## src/rtl/uart_pkg.sv

```systemverilog
// Shared definitions for the configurable UART: parity encodings, FSM states
// and the frame-length helper used by both directions.
package uart_pkg;

  localparam int PAR_NONE = 0;
  localparam int PAR_ODD  = 1;
  localparam int PAR_EVEN = 2;

  typedef enum logic [2:0] {
    TXS_IDLE,
    TXS_START,
    TXS_DATA,
    TXS_PARITY,
    TXS_STOP
  } tx_state_t;

  typedef enum logic [2:0] {
    RXS_IDLE,
    RXS_START,
    RXS_DATA,
    RXS_PARITY,
    RXS_STOP
  } rx_state_t;

  // Serial bits per frame: start + data + optional parity + stop bits.
  function automatic int frame_len(input int data_bits, input int parity, input int stop_bits);
    return 1 + data_bits + ((parity != PAR_NONE) ? 1 : 0) + stop_bits;
  endfunction

endpackage

```

## src/rtl/uart_bit_timer.sv

```systemverilog
// Free-running bit-period counter with bit-end and mid-bit strobes; one per
// direction so TX and RX keep independent timing.
module uart_bit_timer #(
  parameter int BIT_CLKS = 609
) (
  input  logic CLK,
  input  logic RESETB,
  input  logic clear,
  input  logic enable,
  output logic bit_end,
  output logic mid_bit
);

  localparam int CW = $clog2(BIT_CLKS);
  localparam logic [CW-1:0] LAST = CW'(BIT_CLKS - 1);
  localparam logic [CW-1:0] MID  = CW'(BIT_CLKS / 2);

  logic [CW-1:0] count;

  always_ff @(posedge CLK or negedge RESETB) begin
    if (!RESETB) begin
      count <= '0;
    end else if (clear) begin
      count <= '0;
    end else if (enable) begin
      count <= (count == LAST) ? '0 : count + 1'b1;
    end
  end

  assign bit_end = enable && (count == LAST);
  assign mid_bit = enable && (count == MID);

endmodule

```

## src/rtl/uart_cfg.sv

```systemverilog
// Parametrised full-duplex UART: configurable bit period, data width, parity
// and stop bits, with parity/framing error reporting and break detection.
module uart_cfg
  import uart_pkg::*;
#(
  parameter int BIT_CLKS  = 609,
  parameter int DATA_BITS = 8,
  parameter int PARITY    = 0,
  parameter int STOP_BITS = 1
) (
  input  logic                 CLK,
  input  logic                 RESETB,
  output logic                 TXD,
  input  logic                 RXD,
  input  logic [DATA_BITS-1:0] TX_DATA,
  input  logic                 TX_DATA_EN,
  output logic                 TX_BUSY,
  output logic [DATA_BITS-1:0] RX_DATA,
  output logic                 RX_DATA_EN,
  output logic                 RX_PERR,
  output logic                 RX_FERR,
  output logic                 RX_BREAK,
  output logic                 RX_BUSY
);

  localparam int FRAME     = frame_len(DATA_BITS, PARITY, STOP_BITS);
  localparam int BRK_LIMIT = (FRAME + 1) * BIT_CLKS;
  localparam int BW        = $clog2(BRK_LIMIT + 1);
  localparam logic [BW-1:0] BRK_MAX  = BW'(BRK_LIMIT);
  localparam logic [BW-1:0] BRK_LAST = BW'(BRK_LIMIT - 1);
  localparam bit HAS_PAR = (PARITY != PAR_NONE);

  tx_state_t tx_state, tx_next;
  logic [DATA_BITS-1:0] tx_word;
  logic [3:0] tx_idx, tx_idx_d;
  logic tx_accept, tx_bit_end, tx_mid_unused, tx_par, txd_d, tx_busy_d;

  assign tx_accept = (tx_state == TXS_IDLE) && !TX_BUSY && TX_DATA_EN;
  assign tx_par    = (PARITY == PAR_EVEN) ? ^tx_word : ~^tx_word;

  uart_bit_timer #(.BIT_CLKS(BIT_CLKS)) u_tx_timer (
    .CLK     (CLK),
    .RESETB  (RESETB),
    .clear   (tx_accept),
    .enable  (tx_state != TXS_IDLE),
    .bit_end (tx_bit_end),
    .mid_bit (tx_mid_unused)
  );

  always_ff @(posedge CLK or negedge RESETB) begin
    if (!RESETB) tx_state <= TXS_IDLE;
    else         tx_state <= tx_next;
  end

  always_comb begin
    tx_next = tx_state;
    case (tx_state)
      TXS_IDLE:   if (tx_accept) tx_next = TXS_START;
      TXS_START:  if (tx_bit_end) tx_next = TXS_DATA;
      TXS_DATA:   if (tx_bit_end && tx_idx == 4'(DATA_BITS - 1))
                    tx_next = HAS_PAR ? TXS_PARITY : TXS_STOP;
      TXS_PARITY: if (tx_bit_end) tx_next = TXS_STOP;
      TXS_STOP:   if (tx_bit_end && tx_idx == 4'(STOP_BITS - 1)) tx_next = TXS_IDLE;
      default:    tx_next = TXS_IDLE;
    endcase
  end

  // TXD is registered, so the line level is computed from the upcoming state.
  always_comb begin
    tx_idx_d = tx_idx;
    if (tx_next != tx_state) tx_idx_d = '0;
    else if (tx_bit_end)     tx_idx_d = tx_idx + 1'b1;
    tx_busy_d = (tx_next != TXS_IDLE);
    case (tx_next)
      TXS_START:  txd_d = 1'b0;
      TXS_DATA:   txd_d = tx_word[tx_idx_d[2:0]];
      TXS_PARITY: txd_d = tx_par;
      default:    txd_d = 1'b1;
    endcase
  end

  always_ff @(posedge CLK or negedge RESETB) begin
    if (!RESETB) begin
      tx_word <= '0;
      tx_idx  <= '0;
      TXD     <= 1'b1;
      TX_BUSY <= 1'b0;
    end else begin
      if (tx_accept) tx_word <= TX_DATA;
      tx_idx  <= tx_idx_d;
      TXD     <= txd_d;
      TX_BUSY <= tx_busy_d;
    end
  end

  rx_state_t rx_state, rx_next;
  logic rx_s1, rx_s2, rx_dly, rx_fall, rx_start;
  logic rx_bit_end, rx_mid, rx_take_data, rx_take_par, rx_done, rx_par_bit, rx_exp_par;
  logic [DATA_BITS-1:0] rx_shift;
  logic [3:0] rx_idx;
  logic [BW-1:0] brk_cnt;

  always_ff @(posedge CLK or negedge RESETB) begin
    if (!RESETB) begin
      rx_s1  <= 1'b1;
      rx_s2  <= 1'b1;
      rx_dly <= 1'b1;
    end else begin
      rx_s1  <= RXD;
      rx_s2  <= rx_s1;
      rx_dly <= rx_s2;
    end
  end

  assign rx_fall    = rx_dly && !rx_s2;
  assign rx_start   = (rx_state == RXS_IDLE) && rx_fall && !RX_BREAK;
  assign rx_exp_par = (PARITY == PAR_EVEN) ? ^rx_shift : ~^rx_shift;

  uart_bit_timer #(.BIT_CLKS(BIT_CLKS)) u_rx_timer (
    .CLK     (CLK),
    .RESETB  (RESETB),
    .clear   (rx_start),
    .enable  (rx_state != RXS_IDLE),
    .bit_end (rx_bit_end),
    .mid_bit (rx_mid)
  );

  always_ff @(posedge CLK or negedge RESETB) begin
    if (!RESETB) rx_state <= RXS_IDLE;
    else         rx_state <= rx_next;
  end

  // Leaving STOP at its midpoint re-arms the receiver half a bit early.
  always_comb begin
    rx_next = rx_state;
    case (rx_state)
      RXS_IDLE:   if (rx_start) rx_next = RXS_START;
      RXS_START:  if (rx_mid && rx_s2) rx_next = RXS_IDLE;
                  else if (rx_bit_end) rx_next = RXS_DATA;
      RXS_DATA:   if (rx_bit_end && rx_idx == 4'(DATA_BITS - 1))
                    rx_next = HAS_PAR ? RXS_PARITY : RXS_STOP;
      RXS_PARITY: if (rx_bit_end) rx_next = RXS_STOP;
      RXS_STOP:   if (rx_mid) rx_next = RXS_IDLE;
      default:    rx_next = RXS_IDLE;
    endcase
  end

  always_comb begin
    RX_BUSY      = (rx_state != RXS_IDLE);
    rx_take_data = (rx_state == RXS_DATA) && rx_mid;
    rx_take_par  = (rx_state == RXS_PARITY) && rx_mid;
    rx_done      = (rx_state == RXS_STOP) && rx_mid;
  end

  always_ff @(posedge CLK or negedge RESETB) begin
    if (!RESETB) begin
      rx_shift   <= '0;
      rx_par_bit <= 1'b0;
      rx_idx     <= '0;
      RX_DATA    <= '0;
      RX_DATA_EN <= 1'b0;
      RX_PERR    <= 1'b0;
      RX_FERR    <= 1'b0;
    end else begin
      RX_DATA_EN <= rx_done;
      if (rx_state != RXS_DATA) rx_idx <= '0;
      else if (rx_bit_end)      rx_idx <= rx_idx + 1'b1;
      if (rx_take_data) rx_shift <= {rx_s2, rx_shift[DATA_BITS-1:1]};
      if (rx_take_par)  rx_par_bit <= rx_s2;
      if (rx_done) begin
        RX_DATA <= rx_shift;
        RX_PERR <= HAS_PAR && (rx_par_bit != rx_exp_par);
        RX_FERR <= !rx_s2;
      end
    end
  end

  // Break: saturating run-length of low synchronised samples.
  always_ff @(posedge CLK or negedge RESETB) begin
    if (!RESETB) begin
      brk_cnt  <= '0;
      RX_BREAK <= 1'b0;
    end else if (rx_s2) begin
      brk_cnt  <= '0;
      RX_BREAK <= 1'b0;
    end else if (brk_cnt != BRK_MAX) begin
      brk_cnt <= brk_cnt + 1'b1;
      if (brk_cnt == BRK_LAST) RX_BREAK <= 1'b1;
    end
  end

endmodule

```

## config.mk

```make
export PLATFORM = sky130hd
export DESIGN_NAME = uart_cfg
export DESIGN_NICKNAME = d
export VERILOG_FILES = /design/src/rtl/uart_pkg.sv /design/src/rtl/uart_bit_timer.sv /design/src/rtl/uart_cfg.sv
export SDC_FILE = /design/constraint.sdc
export NUM_CORES = 1
export LEC_CHECK = 0
export BUFFER_PORTS_ARGS = -buffer_cell sky130_fd_sc_hd__buf_2
export CORE_ASPECT_RATIO = 1.75
export CORE_MARGIN = 2
export CORE_UTILIZATION = 50
export CTS_CLUSTER_DIAMETER = 50
export DETAILED_ROUTE_END_ITERATION = 10
export GPL_TIMING_DRIVEN = 0
export PLACE_DENSITY = 0.71
export SLEW_MARGIN = 20
export SYNTH_ARGS = -nofsm -noshare
export SYNTH_HDL_FRONTEND = slang
export SYNTH_SLANG_ARGS = --single-unit
```

## constraint.sdc

```tcl
create_clock -name CLK -period 2.4 [get_ports CLK]
set_clock_uncertainty 0.1 [all_clocks]
set_input_delay 0.12 -clock CLK [delete_from_list [all_inputs] [get_ports CLK]]
set_output_delay 0.12 -clock CLK [all_outputs]
set_load 0.01 [all_outputs]
```

==> metrics, run 1 <==
status complete, but fails checks; failing checks setup timing; Starting Density 51.8%; Register Area 1980 um^2; Setup crit end TXD; setup TNS -0.0886 ns; clock tree sinks 79; Design Area, Final 4840 um^2; worst hold margin 0.110 ns; Max Cap Violations 0; EDFF count, synth 0; Seq/Total Area, Yosys 50.2%; Yosys Warn Count 0; Worst-path clk slew 0.06 ns; CTS tree done; Detailed Place HPWL 5490 um; DIE WIDTH 71.2 um; H-tree levels 3; Iter 0 DRT Violations 200; # diodes 0; # setup viols final 1; TritonCTS buffer count 9; register bit total from synthesis 79; worst reg-to-reg setup slack -0.09 ns; vias per cell 5.61; r2r endpoint TXD; Cell Area, Placed about 4200 um^2; CTS Buffer Depth 2; I/O Pins 27; CP startpoint u_tx_timer.count[0]; LEAKAGE approximately 0.0022 uW; Synth Flop Type dfrtp_1; Gate Count Post-Synth 402; global-route wire length before repair 14100 um; final hold vios 0; Final Slew Violations 0; area of the core 7620 um^2; largest net degree at the start of global routing 60; min cycle time layout 2.49 ns; syn avg cell area roughly 10 um^2; clock latency on the worst-skew pair ~0.34 ns; kind of critical path reg2reg; Routed WL 8430 um; Synth Net Count 423; Setup crit end kind flop; Required @ worst endpoint between 2 and 3 ns; Worst-Margin Slew roughly 0.53 ns; worst path arrival time 2.65 ns; Peak VDD IR 0.513 mV; share of the synthesized area in the top cell type 47.5%; DP Worst Slack -0.216 ns; Mapped Area 3950 um^2; worst reg2reg path depth 9; Area growth syn-to-layout 22.6%; Tightest Hold Check Type in2async; die area 8660 um^2; share of layout cells above drive strength 1 22.3%; pwr/cell area 687 nW/um^2; DRT Pass-1 Iters 4; gr ovfl total 0; Slew Limit Headroom ~64%; input/output buffers 25; placed cells roughly 520; Max Freq 0.402 GHz; RSZ-0062 raised after global routing yes; detailed-route via count 3136; most common library cells after synthesis dfrtp_1, nand2_1, nor2_1, o21ai_0, mux2_2; final worst path period share 104%; cell row count 42; worst setup margin -0.0886 ns; Placer Congestion 0.822; Post-DRT Antenna Nets 0; Root Buffer clkbuf_16; Post-Layout Cell Count around 560; vias in the first global route 3083; antenna violations before repair 0; Total GRT Usage 20.8%; ys async rst share 100%; Synth cell types 58; Synth area leaders dfrtp_1, nand2_1, mux2_2; CP Max Fanout 5; Wirelength per Cell 15.1 um; die height 122 um; # fillers 610; Nets 487; worst r2r src u_tx_timer.count[0]; CP startpoint kind flop; drc violations 0; post-synth top area cell dfrtp_1; most frequent cell after synthesis dfrtp_1; area of the multi-input gates 1940 um^2
## metal layers
metal / part of all wire [%] / GRT usage (%)
met1: 40 / 23.8
met2: 55 / 36.2
met3: 2.9 / 4.38
met4: 2.2 / 10.3
met5: 0 / 0
## cell usage in the layout (no fill, tap or decap), drive strengths merged, types with 7 or more instances in the layout
cell         instances
nor3                 7
dfrtp               75
xor2                11
buf                 50
and3                 8
dlygate4sd3         10
clkbuf              22
ha                   9
inv                 14
nor2                37
a21oi                9
mux2                19
o21ai               32
nand3               17
nand2               63
xnor2               16
## worst min-delay path by stage
stage,to
2_1_floorplan,RX_BREAK
3_3_place_gp,rx_s1
5_1_grt,tx_word[0]
6_report,tx_word[0]
4_1_cts,tx_word[0]
3_5_place_dp,tx_word[0]
## critical path, cell delays in order, from the launching register on
cell and delay, ns:
dfrtp_1 0.39, inv_1 0.07, ha_2 0.17, nand4bb_1 0.16, buf_4 0.18, or4_4 0.49
xnor2_4 0.20, mux2_4 0.33, o2111ai_4 0.18, o211ai_2 0.12
## cells by family (layout without fill, tap and decap cells)
| kind of cell | after synthesis | after routing | share of synthesized area (%) |
|---|---|---|---|
| buffers and inverters | 30 | 99 | 3.17 |
| xor gates and xnor gates | 27 | 27 | 6.18 |
| other | 1 | 1 | 0.0949 |
| adders and majority gates | 9 | 9 | 2.85 |
| and+or+nand+nor | 169 | 169 | 21.1 |
| muxes | 21 | 21 | 6.02 |
| AOI/OAI and AO/OA | 66 | 66 | 10.4 |
| DFF | 79 | 79 | 50.2 |
## state kept, by name, indices dropped and copies added, names as in the netlist, 3 cells and up
name and count:
RX_DATA 8, brk_cnt 13, rx_idx 4, rx_shift 8, rx_state 3, tx_idx 4, tx_state 3, tx_word 8
u_rx_timer.count 10, u_tx_timer.count 10
## power breakdown
| group | total [uW] | internal [uW] | switching [uW] |
|---|---|---|---|
| clock network | 1330 | 806 | 520 |
| registers | 1470 | 1400 | 67.2 |
| logic | 530 | 206 | 324 |
| total | 3320 | 2410 | 911 |
## what timing repair did
item	4_1_cts	5_1_grt
setup endpoints to repair	22	35
setup buffers	7	11
pin swaps	2	9
hold buffers	10	0
endpoints found under the hold margin	85	0
resized for setup	9	20
## metrics by stage
| stage | utilization (%) | power [uW] |
|---|---|---|
| after CTS | 61.5 | 3330 |
| final | 63.5 | 3320 |
| after detailed placement | 55.3 | 1980 |
| after floorplan | - | 1830 |
| after global placement | 54.9 | 1960 |
| after global routing | 63.5 | 3480 |
## area by class of cell
type	count	share of cell area (%)
Multi-Input combinational cell	293	40.1
Sequential cell	79	40.9
Timing Repair Buffer	54	8.14
Inverter	15	1.16
Clock inverter	2	0.724
Buffer	14	1.60
Clock buffer	14	5.04
Tap cell	88	2.27
Note: power is estimated with default switching activity, not from simulation.
==> run 2: changes to the inputs <==
PLACE_DENSITY = 0.65   (was 0.71)
REMOVE_ABC_BUFFERS = 1   (was not set)
clock period = 2.5 ns   (was 2.4 ns; I/O delays follow)
==> run 2 against run 1 <==
Compared with the run above:
- the flow now finishes without violations
- non-clock buffer count is 22 lower
- final cell count is 3.9% lower
- first-iteration DRC count is 38% lower
- utilization is 2.2 points lower
- total power is 4.5% lower
- wire length is 4.7% lower
- hold slack better by 0.067 ns
- fmax is 1.8% higher
- cell area is 3.5% lower
- flip-flop and latch count stayed put
- largest power group unchanged
==> metrics, run 2 (synthesis results as in run 1) <==
die area 8660 um^2 (unchanged); vias per cell 5.61 (about the same); Worst-Margin Slew 0.654 ns (+0.124 ns); input/output buffers 25 (unchanged); Post-Layout Cell Count 537 (-3.9%); Required @ worst endpoint 2.65 ns (+0.09 ns); r2r endpoint TXD; Starting Density 51.8% (unchanged); CTS tree done; Total GRT Usage 19.8% (-0.99 points); worst reg2reg path depth 8 (-1); clock latency on the worst-skew pair 0.33 ns (about the same); worst path cell trace inv_1 > ha_1 > nand4bb_1 > or4_4 > xnor2_4 > mux2_2 > o2111ai_2 > o211ai_2; Nets 465 (-4.5%); clock tree sinks 79 (unchanged); Tightest Hold Check Type in2async; LEAKAGE 0.00213 uW (-3.8%); Max Freq 0.409 GHz (+1.8%); Iter 0 DRT Violations 125 (-38%); max FFs per register 13 (unchanged); worst reg-to-reg setup slack 0.06 ns (+0.14 ns); most frequent cells in the layout dfrtp_1, nand2_1, nor2_1; DIE WIDTH 71.2 um (unchanged); area of the core 7620 um^2 (unchanged); Slew Limit Headroom 56.1% (-8.4 points); TritonCTS buffer count 9 (unchanged); Detailed Place HPWL 5480 um (-0.29%); min cycle time layout 2.44 ns (-0.0445 ns); worst setup margin 0.0559 ns (+0.145 ns); kind of critical path reg2reg; Top reg by flops brk_cnt; Root Buffer clkbuf_16; CTS Buffer Depth 2 (unchanged); share of layout cells above drive strength 1 19.6% (-2.7 points); antenna violations before repair 0 (unchanged); top flop regs brk_cnt x13, u_rx_timer.count x10, u_tx_timer.count x10; drc violations 0 (unchanged); CP startpoint kind flop; Worst-path clk slew 0.06 ns (about the same); Post-DRT Antenna Nets 0 (unchanged); CP Max Fanout 4 (-1); # diodes 0 (unchanged); Max Cap Violations 0 (unchanged); Area growth syn-to-layout 18.2%; detailed-route via count 3014 (-3.9%); Placer Congestion 0.827 (+0.61%); placed cells 501 (-2.9%); Final Slew Violations 0 (unchanged); number of buffers and inverters on the critical path 1 (-1); worst path arrival time 2.60 ns (-0.05 ns); final worst path period share 97.8% (-5.9 points); final hold vios 0 (unchanged); vias in the first global route 3007 (-2.5%); Routed WL 8030 um (-4.7%); pwr/cell area 679 nW/um^2 (-1.0%); largest net degree at the start of global routing 49 (-18%); crit-path max cell delay 0.61 ns (+0.12 ns); Slowest cell on crit path or4_4; Wirelength per Cell 15.0 um (-0.79%); DRT Pass-1 Iters 4 (unchanged); die height 122 um (unchanged); Crit path max-delay family simple AND/OR/NAND/NOR gates; # setup viols final 0 (-1); Peak VDD IR 0.542 mV (+5.6%); global-route wire length before repair 13400 um (-4.6%); worst r2r src u_tx_timer.count[0]; Setup crit end kind flop; I/O Pins 27 (unchanged); DP Worst Slack -0.194 ns (+0.0219 ns); status complete, no violations; commonest non-fill, non-tap cell in the layout dfrtp_1; H-tree levels 3 (unchanged); cell row count 42 (unchanged); gr ovfl total 0 (unchanged)
==> run 2: worst max path at each step <==
stage	cells past startpoint	endpoint	from	slack (ns)
final	8	TXD	u_tx_timer.count[0]	0.06
after global routing	8	TXD	u_tx_timer.count[1]	-0.02
after CTS	8	RX_DATA[2]	u_rx_timer.count[0]	-0.09
after detailed placement	8	TXD	u_tx_timer.count[0]	-0.19
after global placement	8	TXD	u_tx_timer.count[0]	-0.16
after floorplan	8	TXD	u_tx_timer.count[0]	0.11
==> run 2: power breakdown <==
group / internal, uW / switching, uW
registers: 1340 / 88.6
clock network: 769 / 500
logic: 186 / 285
==> run 2: cell type report <==
class	instances	area, um^2
fill	651	2950
multi-input combinational	293	1900
sequential	79	1980
tap	88	110
clock inverter	6	61.3
clock buffer	10	229
timing repair buffer	46	330
inverter	15	56.3
==> run 2: timing repair <==
| action | 4_1_cts | 5_1_grt |
|---|---|---|
| hold buffers | 10 | 0 |
| endpoints found under the hold margin | 40 | 0 |
| buffers inserted | 2 | 9 |
| pin swaps | 1 | 7 |
| resized for setup | 2 | 7 |
| endpoints found under the setup margin | 23 | 22 |
| gates cloned | 0 | 0 |
==> run 2: metal layers <==
layer / vias to the layer above / routed length [um] / global-route usage [%]
met5: - / 0 / 0
met4: 0 / 115 / 7.31
met3: 9 / 267 / 5.05
met2: 44 / 4490 / 36.8
met1: 1490 / 3160 / 21.0
li1: 1471 / - / -
==> run 2: worst reg2reg max path: cells and delay by family (launching register included) <==
family                   cells  cell delay, ns
AND/OR/NAND/NOR              2            0.82
flip-flops                   1            0.37
multiplexers                 1            0.37
AO/OA/AOI/OAI                2            0.30
XOR/XNOR                     1            0.20
adder cells (fa/ha/maj)      1            0.14
buffers and inverters        1            0.06
==> run 2: metrics by stage <==
step           power [uW]  hold WS, ns  area, um^2  TNS (ns)  utilization, %
6_report             3170        0.176        4670         0            61.3
5_1_grt              3330        0.215        4670   -0.0295            61.3
4_1_cts              3180        0.186        4570     -1.06            59.9
3_5_place_dp         1880      0.00723        4150    -0.751            54.4
3_3_place_gp         1860        0.133        4120    -0.291            54.0
2_1_floorplan        1730       -0.271        3880         0               -
